## src/rtl/sat_timer_bank.sv

```systemverilog
// Purpose : bank of NUM_CH saturating up/down phase timers sharing one command port and one tick.
// Latency : command/tick effects appear on count/busy/done/expired one cycle after the sampling edge.
// Backpressure: none; one command is accepted every cycle, and a command to a channel overrides tick for that channel.
//
// Ports:
//   clk, rst          rising-edge clock, asynchronous active-low reset
//   cmd_valid/ch/op/data  command strobe, target channel (>= NUM_CH ignored),
//                         op 00 START, 01 SET_MIN, 10 SET_MAX, 11 CLEAR, operand
//   tick              global count enable for channels in RUN
//   dir               per channel: 1 counts down toward min, 0 counts up toward max
//   count             channel i at [i*WIDTH +: WIDTH]
//   busy/done         channel in RUN / DONE
//   expired           one-cycle pulse when a channel reaches its terminal bound
//
// Optional feature: define SAT_TIMER_RELOAD_EN for periodic (auto-reload) channels.
module sat_timer_bank #(
  parameter int WIDTH   = 7,
  parameter int NUM_CH  = 4,
  parameter int CH_BITS = 2
) (
  input  logic                      clk,
  input  logic                      rst,
  input  logic                      cmd_valid,
  input  logic [CH_BITS-1:0]        cmd_ch,
  input  logic [1:0]                cmd_op,
  input  logic [WIDTH-1:0]          cmd_data,
  input  logic                      tick,
  input  logic [NUM_CH-1:0]         dir,
  output logic [NUM_CH*WIDTH-1:0]   count,
  output logic [NUM_CH-1:0]         busy,
  output logic [NUM_CH-1:0]         done,
  output logic [NUM_CH-1:0]         expired
);

  typedef enum logic [1:0] {
    ST_IDLE = 2'd0,
    ST_RUN  = 2'd1,
    ST_DONE = 2'd2
  } state_t;

  localparam logic [1:0] OP_START   = 2'b00;
  localparam logic [1:0] OP_SET_MIN = 2'b01;
  localparam logic [1:0] OP_SET_MAX = 2'b10;
  localparam logic [1:0] OP_CLEAR   = 2'b11;

  logic [WIDTH-1:0] cnt_q [NUM_CH];
  logic [WIDTH-1:0] cnt_d [NUM_CH];
  logic [WIDTH-1:0] min_q [NUM_CH];
  logic [WIDTH-1:0] min_d [NUM_CH];
  logic [WIDTH-1:0] max_q [NUM_CH];
  logic [WIDTH-1:0] max_d [NUM_CH];
  state_t           st_q  [NUM_CH];
  state_t           st_d  [NUM_CH];
  logic [NUM_CH-1:0] exp_q;
  logic [NUM_CH-1:0] exp_d;
`ifdef SAT_TIMER_RELOAD_EN
  logic [WIDTH-1:0] rld_q [NUM_CH];
  logic [WIDTH-1:0] rld_d [NUM_CH];
`endif

  // Per-channel helpers: command decode, terminal bound, clamped operand and
  // the saturated next count for one tick.
  logic [NUM_CH-1:0] cmd_hit;
  logic [WIDTH-1:0]  term  [NUM_CH];
  logic [WIDTH-1:0]  clamp [NUM_CH];
  logic [WIDTH-1:0]  step  [NUM_CH];

  for (genvar g = 0; g < NUM_CH; g++) begin : g_ch
    assign cmd_hit[g] = cmd_valid && (cmd_ch == CH_BITS'(g));
    assign term[g]    = dir[g] ? min_q[g] : max_q[g];
    // An inverted window (min > max) always clamps to min.
    assign clamp[g]   = ((min_q[g] > max_q[g]) || (cmd_data < min_q[g])) ? min_q[g] :
                        (cmd_data > max_q[g]) ? max_q[g] : cmd_data;
    // Compare before stepping so the counter can never wrap.
    assign step[g]    = dir[g] ?
                        ((cnt_q[g] > min_q[g]) ? cnt_q[g] - WIDTH'(1) : min_q[g]) :
                        ((cnt_q[g] < max_q[g]) ? cnt_q[g] + WIDTH'(1) : max_q[g]);

    assign count[g*WIDTH +: WIDTH] = cnt_q[g];
    assign busy[g] = (st_q[g] == ST_RUN);
    assign done[g] = (st_q[g] == ST_DONE);
  end

  assign expired = exp_q;

  always_comb begin
    for (int i = 0; i < NUM_CH; i++) begin
      cnt_d[i] = cnt_q[i];
      min_d[i] = min_q[i];
      max_d[i] = max_q[i];
      st_d[i]  = st_q[i];
      exp_d[i] = 1'b0;
`ifdef SAT_TIMER_RELOAD_EN
      rld_d[i] = rld_q[i];
`endif
      if (cmd_hit[i]) begin
        case (cmd_op)
          OP_START: begin
            cnt_d[i] = clamp[i];
`ifdef SAT_TIMER_RELOAD_EN
            rld_d[i] = clamp[i];
`endif
            if (clamp[i] == term[i]) begin
              st_d[i]  = ST_DONE;
              exp_d[i] = 1'b1;
            end else begin
              st_d[i]  = ST_RUN;
            end
          end
          OP_SET_MIN: min_d[i] = cmd_data;
          OP_SET_MAX: max_d[i] = cmd_data;
          OP_CLEAR: begin
            cnt_d[i] = '0;
            st_d[i]  = ST_IDLE;
          end
          default: ;
        endcase
      end else if ((st_q[i] == ST_RUN) && tick) begin
`ifdef SAT_TIMER_RELOAD_EN
        // The terminal value is shown for one period slot, then the next
        // tick reloads; the channel never leaves RUN on its own.
        if (cnt_q[i] == term[i]) begin
          cnt_d[i] = rld_q[i];
        end else begin
          cnt_d[i] = step[i];
          if (step[i] == term[i]) exp_d[i] = 1'b1;
        end
`else
        cnt_d[i] = step[i];
        if (step[i] == term[i]) begin
          st_d[i]  = ST_DONE;
          exp_d[i] = 1'b1;
        end
`endif
      end
    end
  end

  always_ff @(posedge clk or negedge rst) begin
    if (!rst) begin
      for (int i = 0; i < NUM_CH; i++) begin
        cnt_q[i] <= '0;
        min_q[i] <= '0;
        max_q[i] <= '1;
        st_q[i]  <= ST_IDLE;
`ifdef SAT_TIMER_RELOAD_EN
        rld_q[i] <= '0;
`endif
      end
      exp_q <= '0;
    end else begin
      for (int i = 0; i < NUM_CH; i++) begin
        cnt_q[i] <= cnt_d[i];
        min_q[i] <= min_d[i];
        max_q[i] <= max_d[i];
        st_q[i]  <= st_d[i];
`ifdef SAT_TIMER_RELOAD_EN
        rld_q[i] <= rld_d[i];
`endif
      end
      exp_q <= exp_d;
    end
  end

endmodule

```

## config.mk

```make
export PLATFORM = sky130hd
export DESIGN_NAME = sat_timer_bank
export DESIGN_NICKNAME = d
export VERILOG_FILES = /design/src/rtl/sat_timer_bank.sv
export SDC_FILE = /design/constraint.sdc
export NUM_CORES = 1
export LEC_CHECK = 0
export BUFFER_PORTS_ARGS = -buffer_cell sky130_fd_sc_hd__buf_2
export CAP_MARGIN = 20
export CORE_UTILIZATION = 60
export DETAILED_ROUTE_END_ITERATION = 10
export GPL_TIMING_DRIVEN = 1
export PLACE_DENSITY = 0.76
export SYNTH_ARGS = -nofsm -noshare
export SYNTH_HDL_FRONTEND = slang
export SYNTH_SLANG_ARGS = --single-unit
export TNS_END_PERCENT = 30
```

## constraint.sdc

```tcl
create_clock -name clk -period 4.4 [get_ports clk]
set_input_delay 0.44 -clock clk [delete_from_list [all_inputs] [get_ports clk]]
set_output_delay 0.44 -clock clk [all_outputs]
set_load 0.03 [all_outputs]
```

## Yosys cells after proc, flatten, opt, wreduce, memory -nomap -nowiden

Index checks and enable logic that the tools add are counted.

| word-level totals | value |
|---|---|
| word-level logic and storage cells | 185 |
| bits in registers | 96 |
| bits of input ports | 19 |

| cells by class | value |
|---|---|
| multiplexer cells | 76 |
| eq/ne operators | 26 |
| reduce and logical (&&, ||, !) cells | 38 |
| magnitude comparators | 20 |
| add/sub/neg operators | 8 |

Operators with widths:

| cell | number |
|---|---|
| $mux 7 | 32 |
| $gt 7x7->1 | 12 |
| $eq 7x7->1 | 8 |
| $lt 7x7->1 | 8 |
| $pmux 7 s2 | 4 |
| $mux 2 | 16 |
| $add 7x1->7 const B | 4 |
| $sub 7x1->7 const B | 4 |
| $reduce_and 2->1 | 12 |
| $mux 1 | 20 |
| $eq 2x2->1 const B | 8 |
| $pmux 2 s2 | 4 |
| $reduce_bool 2->1 | 8 |
| $eq 2x1->1 const B | 6 |
| $ne 3x1->1 const B | 4 |
| $reduce_and 3->1 | 4 |
| $logic_and 1x1->1 | 8 |
| $logic_not 2->1 | 2 |
| $logic_or 1x1->1 | 4 |

## Longest topological paths before layout

Gate-level depths: netlist of run 1.

| depth | value |
|---|---|
| depth in word-level cells | 7 |
| mapped depth | 13 |

## Worst setup path before layout of run 1

Ideal clock, no wire load.

| timing | value |
|---|---|
| path type | flip-flop to flip-flop |
| from | reg max_q[22] (netlist name) |
| to | reg st_q[6] (netlist name) |
| arrival | 3.099 ns |
| period minus slack after synthesis | 3.220 ns |
| cell stages (with the launch flop) | 13 |
| required time | 4.278 ns |
| path buffers | 1 |
| setup slack | 1.180 ns |
| path through | dfstp_2 > clkbuf_1 > inv_1 > ha_1 > nor2b_1 > o21ai_1 > a21oi_2 > o31a_2 > mux2i_1 > a211o_1 > or4b_1 > and2_1 > a32o_1 |

| on the way | value |
|---|---|
| longest elaborated chain between the ends | 7 |
| elaborated cells between the ends (all ways) | 16 |
| those cells by class | 3 x order compare; 2 x eq/ne; 8 x mux; 3 x reduce/logical |

Ends and longest elaborated chain:

| what | line | source |
|---|---|---|
| from (decl) | 50 | `logic [WIDTH-1:0] max_q [NUM_CH];` |
| from (signal, indexed assignment) | 155 | `max_q[i] <= max_d[i];` |
| $gt 7x7->1, on equally long branches | 73, 72 |  |
| $mux 7 / $logic_or 1x1->1 (equally long branches) | 73, 72 |  |
| $mux 7 | 72 | `assign clamp[g] = ((min_q[g] > max_q[g]) \|\| (cmd_data < min_q[g])) ? min_q[g] :` |
| $eq 7x7->1 | 103 | `if (clamp[i] == term[i]) begin` |
| $mux 2 | 103 |  |
| $pmux 2 s2 | 97 | `case (cmd_op)` |
| $mux 2 | 96 | `if (cmd_hit[i]) begin` |
| to (signal, indexed assignment) | 156 | `st_q[i] <= st_d[i];` |
| to (decl) | 52 | `state_t st_q [NUM_CH];` |

Parallel ways exist; a longest one is shown, timed or not.
A chain may end at the register's enable or synchronous reset.

## Worst setup path in the final report of run 1

| timing | value |
|---|---|
| from | reg max_q[1] (netlist name) |
| to | reg st_q[0] (netlist name) |

The elaborated chain is that of the path after synthesis.

==> results of run 1 <==
cells in the mapped netlist, types with 4 or more instances:
| cell type | instances | area (sq um) |
|---|---|---|
| dfstp_2 | 28 | 736 |
| clkbuf_1 | 93 | 349 |
| a221oi_1 | 9 | 78.8 |
| a22oi_1 | 5 | 37.5 |
| inv_1 | 78 | 293 |
| a211oi_1 | 17 | 128 |
| o31ai_1 | 10 | 75.1 |
| a32oi_1 | 4 | 35.0 |
| buf_1 | 5 | 18.8 |
| mux2_2 | 16 | 180 |
| a31oi_1 | 14 | 87.6 |
| nand4_1 | 21 | 131 |
| a21o_1 | 22 | 165 |
| a21oi_1 | 107 | 536 |
| and2_1 | 7 | 43.8 |
| nor3_1 | 27 | 135 |
| nor3b_1 | 7 | 52.6 |
| o22ai_1 | 4 | 25.0 |
| nor2b_1 | 24 | 150 |
| nand2b_1 | 16 | 100 |
| or2_2 | 10 | 62.6 |
| nand2_1 | 136 | 510 |
| o21a_1 | 10 | 75.1 |
| o211ai_1 | 46 | 345 |
| nand3_1 | 43 | 215 |
| dfrtp_1 | 68 | 1700 |
| mux2i_1 | 51 | 510 |
| nor4_1 | 8 | 50.1 |
| buf_2 | 12 | 60.1 |
| ha_1 | 140 | 1750 |
| o21ai_1 | 5 | 25.0 |
| a31o_2 | 4 | 35.0 |
| xnor2_1 | 72 | 631 |
| nor2_1 | 102 | 383 |
| nand3b_1 | 4 | 30.0 |
| and3_1 | 8 | 50.1 |
| o21ai_0 | 120 | 601 |
| xor2_1 | 68 | 596 |
| o21bai_1 | 7 | 52.6 |
registers in the layout (all words and copies together) (netlist names):
register and flops:
count 28, min_q 28, max_q 28, st_q 8, expired 4
cells by family (layout without fill, tap and decap cells):
| group | count (synthesis) | after routing | share of synthesized area (%) |
|---|---|---|---|
| AO/OA/AOI/OAI | 422 | 422 | 23.1 |
| buffers and inverters | 190 | 176 | 6.34 |
| AND/OR/NAND/NOR | 429 | 429 | 17.7 |
| adder cells (fa/ha/maj) | 140 | 140 | 15.1 |
| multiplexers | 67 | 67 | 5.95 |
| flip-flops | 96 | 96 | 21.0 |
| XOR/XNOR | 141 | 141 | 10.8 |
per-layer routing:
metal,vias up,routed length (microns),track usage [%]
met5,-,13,0
met4,2,1140,14.4
met3,91,2160,4.55
met2,440,15200,53.2
met1,5238,15200,48.8
li1,5261,-,-
final timing paths:
check / from / end / cells after the start
hold reg to reg: st_q[1] / st_q[1] / 2
max in group asynchronous: rst / max_q[2] / 2
setup / recovery: max_q[1] / st_q[0] / 12
min in group clk: cmd_data[2] / min_q[2] / 3
hold / removal: rst / count[12] / 1
setup reg to reg: max_q[1] / st_q[0] / 12
area by class of cell:
cell class	instances	area, sq um
clock buffer	11	243
clock inverter	5	56.3
fill	1669	6570
inverter	79	297
multi-input combinational	1199	8440
sequential	96	2440
tap	260	325
timing repair buffer	81	465
per-stage QoR:
stage / std cells / hold WS [ns] / utilization (%) / setup WS (ns) / instance area (sq um)
after floorplan: 1485 / 0.144 / - / 1.18 / 11600
after global placement: 1714 / 0.532 / 63.5 / 1.06 / 12000
after detailed placement: 1714 / 0.536 / 63.5 / 1.02 / 12000
after CTS: 1730 / 0.209 / 65.1 / 0.991 / 12300
after global routing: 1731 / 0.234 / 65.1 / 0.738 / 12300
final: 1731 / 0.164 / 65.1 / 0.933 / 12300
power by group:
part	total [mW]	internal, mW	switching, mW
combinational	5.35	2.28	3.07
sequential	2.02	1.21	0.808
clock	0.847	0.458	0.389
total	8.21	3.95	4.26
==> results.md, run 1 <==
* Outcome: finished clean
* Final setup vio count at 0
* Buffers & Inverters on Critical Path at 2
* GP Congestion at 0.983
* Crit-path most repeated cell: o211ai_1
* Die X at 141 microns
* Chip height at 141 microns
* Clock Sinks at 96
* Area of the die at 19900 sq um
* R2r setup slk at 0.93 ns
* # hold bufs at CTS at 0
* Critical Path, Cell by Cell: inv_1, ha_1, nor2b_1, o211ai_1, nand3_1, a211oi_4, buf_4, o211ai_1, and3_1, a2111oi_4, nand4_2, a31o_1
* Lkg Pwr at about 5.3 nW
* Worst Path Max Fanout at 15
* Wire per inst at 19.5 microns
* Synth Register Bits at 96
* Port Buf Inserts at 58
* Worst-margin pin slew at between 0.9 and 1 ns
* Detailed Place HPWL at about 24 mm
* Area Growth Syn to Fin at 5.65%
* Max incr delay on CP at 0.64 ns
* Io pins at 59
* Initial antenna violation count at 1
* Root buffer cell: clkbuf_16
* Post-route ant nets at 0
* Synthesized area at roughly 12000 sq um
* Layout net count at about 1.6k
* Max cap viols at 0
* Worst Path Required at 4.65 ns
* ANT cells at 0
* Top FF cell, synth: dfrtp_1
* Commonest non-fill, non-tap cell in the layout: ha_1
* DRC at 0
* Syn Nets at 1644
* Hold crit path type: input port to asynchronous set/reset pin
* Ratio of cells with drive above 1 in the final layout at around 11%
* Total negative slack at 0 ns
* Row count at 50
* Power density over cell area at about 670 nW/um^2
* Via Count at around 11k
* PostCTS Resize Cnt at 0
* Startpoint Class: flop
* Routed vias/inst at 6.37
* H-tree Lvls at 3
* CP arrival at 3.72 ns
* EDFF count, synth at 0
* DR pass1 iterations at 5
* CORE AREA at 18800 sq um
* Clock transition at the registers of the reported paths at roughly 0.080 ns
* Crit path capture type: flop
* Setup Buffers After CTS at 0
* Max-slew violations at 0
* Cells after Synth at 1485
* Most frequent cells in the layout: ha_1, nand2_1, o21ai_0
* Seq/Total Area, Yosys at 21.0%
* Clock Latency Late Sink at 0.37 ns
* Total GRT Usage at 34.6%
* Max VDD drop at 0.000377 V
* Vias in the first global route at 10.2k
* 1st-iter DRT viols at 1124
* Slew margin rel. at 34.9%
* Global-route wire length before repair at 54.0 mm
* YS warnings at 0
* Slowest CP cell: a211oi_4
* Cell family with most CP delay: compound AO/OA/AOI/OAI gates
* Total chip power at 8.21 mW
* RSZ-0062 raised after global routing: false
* CTS Buf Count at 9
* GRT overflow at 0
* CTS tree: done
* Fraction of registers with async set/reset at 100%
* Final wirelength at 33.7 mm
* Final worst-path cycle share at 78.8%
* Pin count of the biggest net entering global routing at 64
* Final Skew at 0.0115 ns
* Avg Inst Size Synth at 7.82 sq um
* Endpoints failing hold at 0
* Crit Path Class: flop to flop
* FMAX at 288 MHz
* Initial Utilization at 61.6%
* Distinct cells, synth at between 70 and 80
* Period minus WS final at 3.47 ns
* Worst-case clock buffer depth at 2
No activity file was read; power rests on OpenSTA's default activity.
==> run 2, diff against run 1 <==
==> constraint.sdc (replaced) <==
create_clock -name clk -period 3.2 [get_ports clk]
set_input_delay 0.32 -clock clk [delete_from_list [all_inputs] [get_ports clk]]
set_output_delay 0.32 -clock clk [all_outputs]
set_load 0.03 [all_outputs]
==> run 2 against run 1 <==
  * Routed wire length is 7.1% higher
  * Sequential share of layout area is 1.0 points lower
  * Non-clock buffer count is 84 higher
  * Highest routed layer is now met4
  * Largest cell class unchanged
  * Worst setup slack worse by 0.81 ns
  * Count of clock-buffer cells in the layout is 1 higher
  * Combinational power is 55% higher
  * Hold slack worse by 0.11 ns
==> results.md, run 2 (same netlist as run 1, synthesis figures left out) <==
* Critical Path, Cell by Cell: inv_1, ha_4, nor2b_1, o21ai_2, a21oi_4, o31a_2, mux2i_1, a211o_1, or4b_4, and2_1, a32o_1
* Layout net count at 1709
* Post-route ant nets at 0
* Slowest CP cell: dfstp_2
* CORE AREA at 18800 sq um
* Final worst-path cycle share at 96.1%
* GRT overflow at 0
* Hold Slack at 0.0516 ns
* Outcome: finished clean
* Period minus WS final at 3.08 ns
* Row count at 50
* Crit path capture type: flop
* Clock Latency Late Sink at 0.37 ns
* Worst-case clock buffer depth at 2
* Total GRT Usage at 36.8%
* 1st-iter DRT viols at approximately 1.2k
* CTS tree: done
* Die X at 141 microns
* Area taken by multi-input logic gates at ~8500 sq um
* Max-slew violations at 0
* Worst-margin pin slew at 0.993 ns
* GR Util met2 at roughly 60%
* FMAX at between 300 and 400 MHz
* GRT met3 Usage at 4.86%
* DRC at 0
* Worst Path Max Fanout at 4
* Final Skew at 0.00787 ns
* Cell family with most CP delay: compound AO/OA/AOI/OAI gates
* Vias in the first global route at roughly 11k
* Commonest non-fill, non-tap cell in the layout: ha_1
* Power density over cell area at 911 nW/um^2
* Startpoint Class: flop
* # hold bufs at CTS at 0
* Grt met1 use at 49.4%
* GRT Max-Usage Layer: met2
* Pin count of the biggest net entering global routing at 60
* Max VDD drop at approximately 0.00062 V
* Total chip power at 11.8 mW
* Slew margin rel. at 33.5%
* Port Buf Inserts at 58
* H-tree Lvls at 3
* Global-route wire length before repair at 57.4 mm
* CP arrival at 3.34 ns
* Most frequent cells in the layout: ha_1, nand2_1, o21ai_0
* RSZ-0062 raised after global routing: true
* Sequential cell area at 2440 sq um
* Clock transition at the registers of the reported paths at 0.08 ns
* Initial Utilization at 61.6%
* Max incr delay on CP at approximately 0.54 ns
* Chip height at 141 microns
* Routed vias/inst at 6.35
* GP Congestion at 0.950
* Area Growth Syn to Fin at 11.3%
* Final Util at 68.6%
* Hold crit path type: input port to asynchronous set/reset pin
* Endpoints failing hold at 0
* Buffers & Inverters on Critical Path at 1
* Initial antenna violation count at 0
* Root buffer cell: clkbuf_16
* ANT cells at 0
* Io pins at 59
* Final setup vio count at 0
* Clock Sinks at 96
* Detailed Place HPWL at 26.6 mm
* Crit Path Class: flop to flop
* Final wirelength at 36.1 mm
* Worst Path Required at 3.46 ns
* DR pass1 iterations at 5
* Ratio of cells with drive above 1 in the final layout at 16.5%
* FILL cells at 1592
* Via Count at roughly 12k
* Area of the die at around 20000 sq um
* Max cap viols at 0
* CTS Buf Count at 9
* Lkg Pwr at 5.73 nW
* Wire per inst at 19.9 microns
==> run 2: cell count changes in the layout (fill, tap and decap cells not counted), sizes merged <==
| cell | delta |
|---|---|
| buf | +85 |
| bufinv | -1 |
| clkinv | -1 |
| clkinvlp | +2 |
| inv | -1 |
==> run 2: final timing paths <==
kind / startpoint / slack, ns / cells after the start / to
worst min register to register: st_q[1] / 0.57 / 2 / st_q[1]
worst max register to register: max_q[22] / 0.12 / 11 / st_q[6]
min in group clk: cmd_data[1] / 0.30 / 3 / max_q[1]
max in group asynchronous: rst / 2.26 / 2 / max_q[7]
worst max-delay path: max_q[22] / 0.12 / 11 / st_q[6]
worst min-delay path: rst / 0.05 / 1 / count[11]
==> run 2: metal layers <==
metal | routed length [microns] | vias to the layer above | share of wire, %
met2 | 16700 | 525 | 46
met4 | 954 | 0 | 2.6
li1 | - | 5425 | -
met1 | 15700 | 5504 | 43
met3 | 2810 | 76 | 7.8
met5 | 0 | - | 0
==> run 2: through the flow <==
step | setup TNS, ns | setup WS [ns] | instances | area, sq um
6_report | 0 | 0.124 | 1815 | 12900
5_1_grt | -0.0188 | -0.0188 | 1815 | 12900
4_1_cts | 0 | 0.00451 | 1810 | 12800
3_5_place_dp | 0 | 0.00710 | 1794 | 12600
3_3_place_gp | 0 | 0.0730 | 1794 | 12600
2_1_floorplan | 0 | 0.0456 | 1485 | 11600
==> run 2: power breakdown <==
part / leakage, nW / switching [mW] / internal [mW]
logic: 4.51 / 4.80 / 3.51
registers: 1.10 / 0.708 / 1.67
clock network: 0.119 / 0.551 / 0.532
==> run 2: layout make-up <==
cell class / count / area share, %
multi-input combinational: 1199 / 65.7
sequential: 96 / 18.9
timing repair buffer: 165 / 8.59
tap: 260 / 2.52
inverter: 79 / 2.29
clock buffer: 12 / 1.83
clock inverter: 4 / 0.242
==> run 2: repair_timing <==
action                     4_1_cts  5_1_grt
resized for setup                0       12
hold endpoints to repair         0        0
setup endpoints to repair        0        7
buffers inserted                 0        4
==> run 2: worst reg2reg max path: cells and delay by family, from the launching register on <==
kind	cells	cell delay, ns
compound gates	5	1.19
mux	1	0.13
buf+inv	1	0.09
flops	1	0.54
fa+ha+maj	1	0.23
simple gates	3	0.80
==> run 3, diff against run 2 <==
==> constraint.sdc (replaced) <==
create_clock -name clk -period 3.8 [get_ports clk]
set_input_delay 0.38 -clock clk [delete_from_list [all_inputs] [get_ports clk]]
set_output_delay 0.38 -clock clk [all_outputs]
set_load 0.03 [all_outputs]
==> run 3 against run 2 <==
  * Critical path depth rose by 1
  * Die area did not move
  * Utilization shrank 2.5 points
  * Hold slack better by 0.084 ns
  * First-iteration DRC count shrank 13%
  * Power decreased by 17%
  * Global-route usage is 1.9 points lower
  * Non-clock buffer count down 65
  * Critical path type unchanged
  * Sequential power down 5%
  * Final cell count is 3.6% lower
  * Count of clock-buffer cells in the layout decreased by 3
==> results.md, run 3 (same netlist as run 1, synthesis figures left out) <==
* Outcome: finished clean
* Clock Sinks at 96
* Wire per inst at 19.4 microns
* H-tree Lvls at 3
* Worst Setup SP: max_q[5]
* Detailed Place HPWL at ~25 mm
* Sw Share at 51.1%
* Int Pwr at 4.76 mW
* FF-to-FF path depth at 12
* PostCTS Resize Cnt at 0
* # hold bufs at CTS at 0
* Io pins at 59
* Crit path capture type: flop
* Number of stages on the worst setup path at 12
* Total chip power at between 9 and 10 mW
* Total negative slack at 0 ns
* Comb pwr share at around two thirds
* FMAX at 298 MHz
* Lkg Pwr at roughly 5.4 nW
* Final wirelength at 34.0 mm
* Setup Buffers After CTS at 0
* Chip height at ~140 microns
* Max cap viols at 0
* CP Capture Point: st_q[0]
* DRC at 0
* Area Growth Syn to Fin at 7.27%
* DR pass1 iterations at 5
* Total GRT Usage at between 30% and 40%
* Vias in the first global route at 10.5k
* RR Endpoint: st_q[0]
* CTS Buf Count at 9
* Global-route wire length before repair at between 50 and 60 mm
* ANT cells at 0
* Worst Path Max Fanout at 14
* Initial antenna violation count at 0
* Post-route ant nets at 0
* Startpoint Class: flop
* Max incr delay on CP at 0.63 ns
* Sequential cell area at 2440 sq um
* Clock Power Share at a little under an eighth
* Port Buf Inserts at 58
* GP Congestion at 0.939
* Commonest non-fill, non-tap cell in the layout: ha_1
* Endpoints failing hold at 0
* Clock Latency Late Sink at 0.37 ns
* Final worst-path cycle share at about nine tenths
* Power density over cell area at 781 nW/um^2
* Ratio of cells with drive above 1 in the final layout at 12.7%
* Buffers & Inverters on Critical Path at 2
* GRT overflow at 0
* Slowest CP cell: a211oi_4
* Slew margin rel. at between 30 and 40%
* Area taken by multi-input logic gates at 8440 sq um
* Worst-case clock buffer depth at 2
* Final Skew at 0.00598 ns
* P_sw at just under 5 mW
* Max-slew violations at 0
* 1st-iter DRT viols at 1010
* Layout net count at 1644
* Hold crit path type: input port to asynchronous set/reset pin
* Pin count of the biggest net entering global routing at 75
* CORE AREA at 18800 sq um
* Worst Path Required at 4.06 ns
* Routed vias/inst at 6.35
* Via Count at 11.1k
* Final Util at 66.1%
* Clock transition at the registers of the reported paths at 0.07 ns
* Period minus WS final at 3.36 ns
* Post-layout instance area at 12500 sq um
* Sequential Power Share at 23.2%
* Die X at between 100 and 150 microns
* Most frequent cells in the layout: ha_1, nand2_1, o21ai_0
* CP arrival at roughly 3.6 ns
* Critical Path, Cell by Cell: inv_1, ha_1, a21o_1, a21oi_2, nand3_1, a211oi_4, buf_4, o211ai_1, and3_1, a2111oi_4, nand4_2, a31o_1
* Max VDD drop at between 0.0004 and 0.0005 V
* Worst reg2reg path startpoint: max_q[5]
* Initial Utilization at 61.6%
* Area of the die at roughly 20000 sq um
* FILL cells at about 1.7k
* Crit Path Class: flop to flop
* Root buffer cell: clkbuf_16
* Final setup vio count at 0
* Worst-margin pin slew at 1.01 ns
* Post-DP Area at approximately 12000 sq um
* RSZ-0062 raised after global routing: false
* Row count at 50
* CTS tree: done
* R2r setup slk at around 0.44 ns
* Cell family with most CP delay: compound AO/OA/AOI/OAI gates
[run 3: how the worst min path moves through the flow]
stage          startpoint         to  slack, ns  cells past startpoint
3_5_place_dp      st_q[1]    st_q[1]       0.54                      2
3_3_place_gp      st_q[1]    st_q[1]       0.53                      2
4_1_cts               rst  count[11]       0.22                      1
2_1_floorplan         rst   count[0]       0.08                      0
5_1_grt               rst  count[10]       0.24                      1
6_report              rst  count[11]       0.14                      1
[run 3: metrics by stage]
stage	setup WS [ns]	instances	hold WS [ns]
finish	0.440	1750	0.136
detailed placement	0.509	1733	0.540
global placement	0.571	1733	0.534
global route	0.279	1750	0.245
floorplan	0.580	1485	0.0844
CTS	0.464	1749	0.222
[run 3: power by group through the flow]
stage | sequential [mW] | combinational, mW | clock (mW)
2_1_floorplan | 2.06 | 4.89 | 0
5_1_grt | 2.32 | 7.09 | 1.14
6_report | 2.26 | 6.37 | 1.10
3_3_place_gp | 2.24 | 6.13 | 0
3_5_place_dp | 2.25 | 6.27 | 0
4_1_cts | 2.23 | 6.31 | 1.11
[run 3: area by class of cell]
type	count	area share [%]
tap	260	2.61
multi-input combinational	1199	67.8
sequential	96	19.6
timing repair buffer	100	4.88
inverter	79	2.38
clock buffer	9	1.81
clock inverter	7	0.955
[run 3: metal layers]
metal  global-route usage [%]  wire length (microns)  vias to the layer above
met4                     14.2                   1060                        0
met2                     55.4                  15500                      472
met1                     47.9                  14900                     5256
met5                        0                      0                        -
li1                         -                      -                     5302
met3                     4.52                   2590                       85
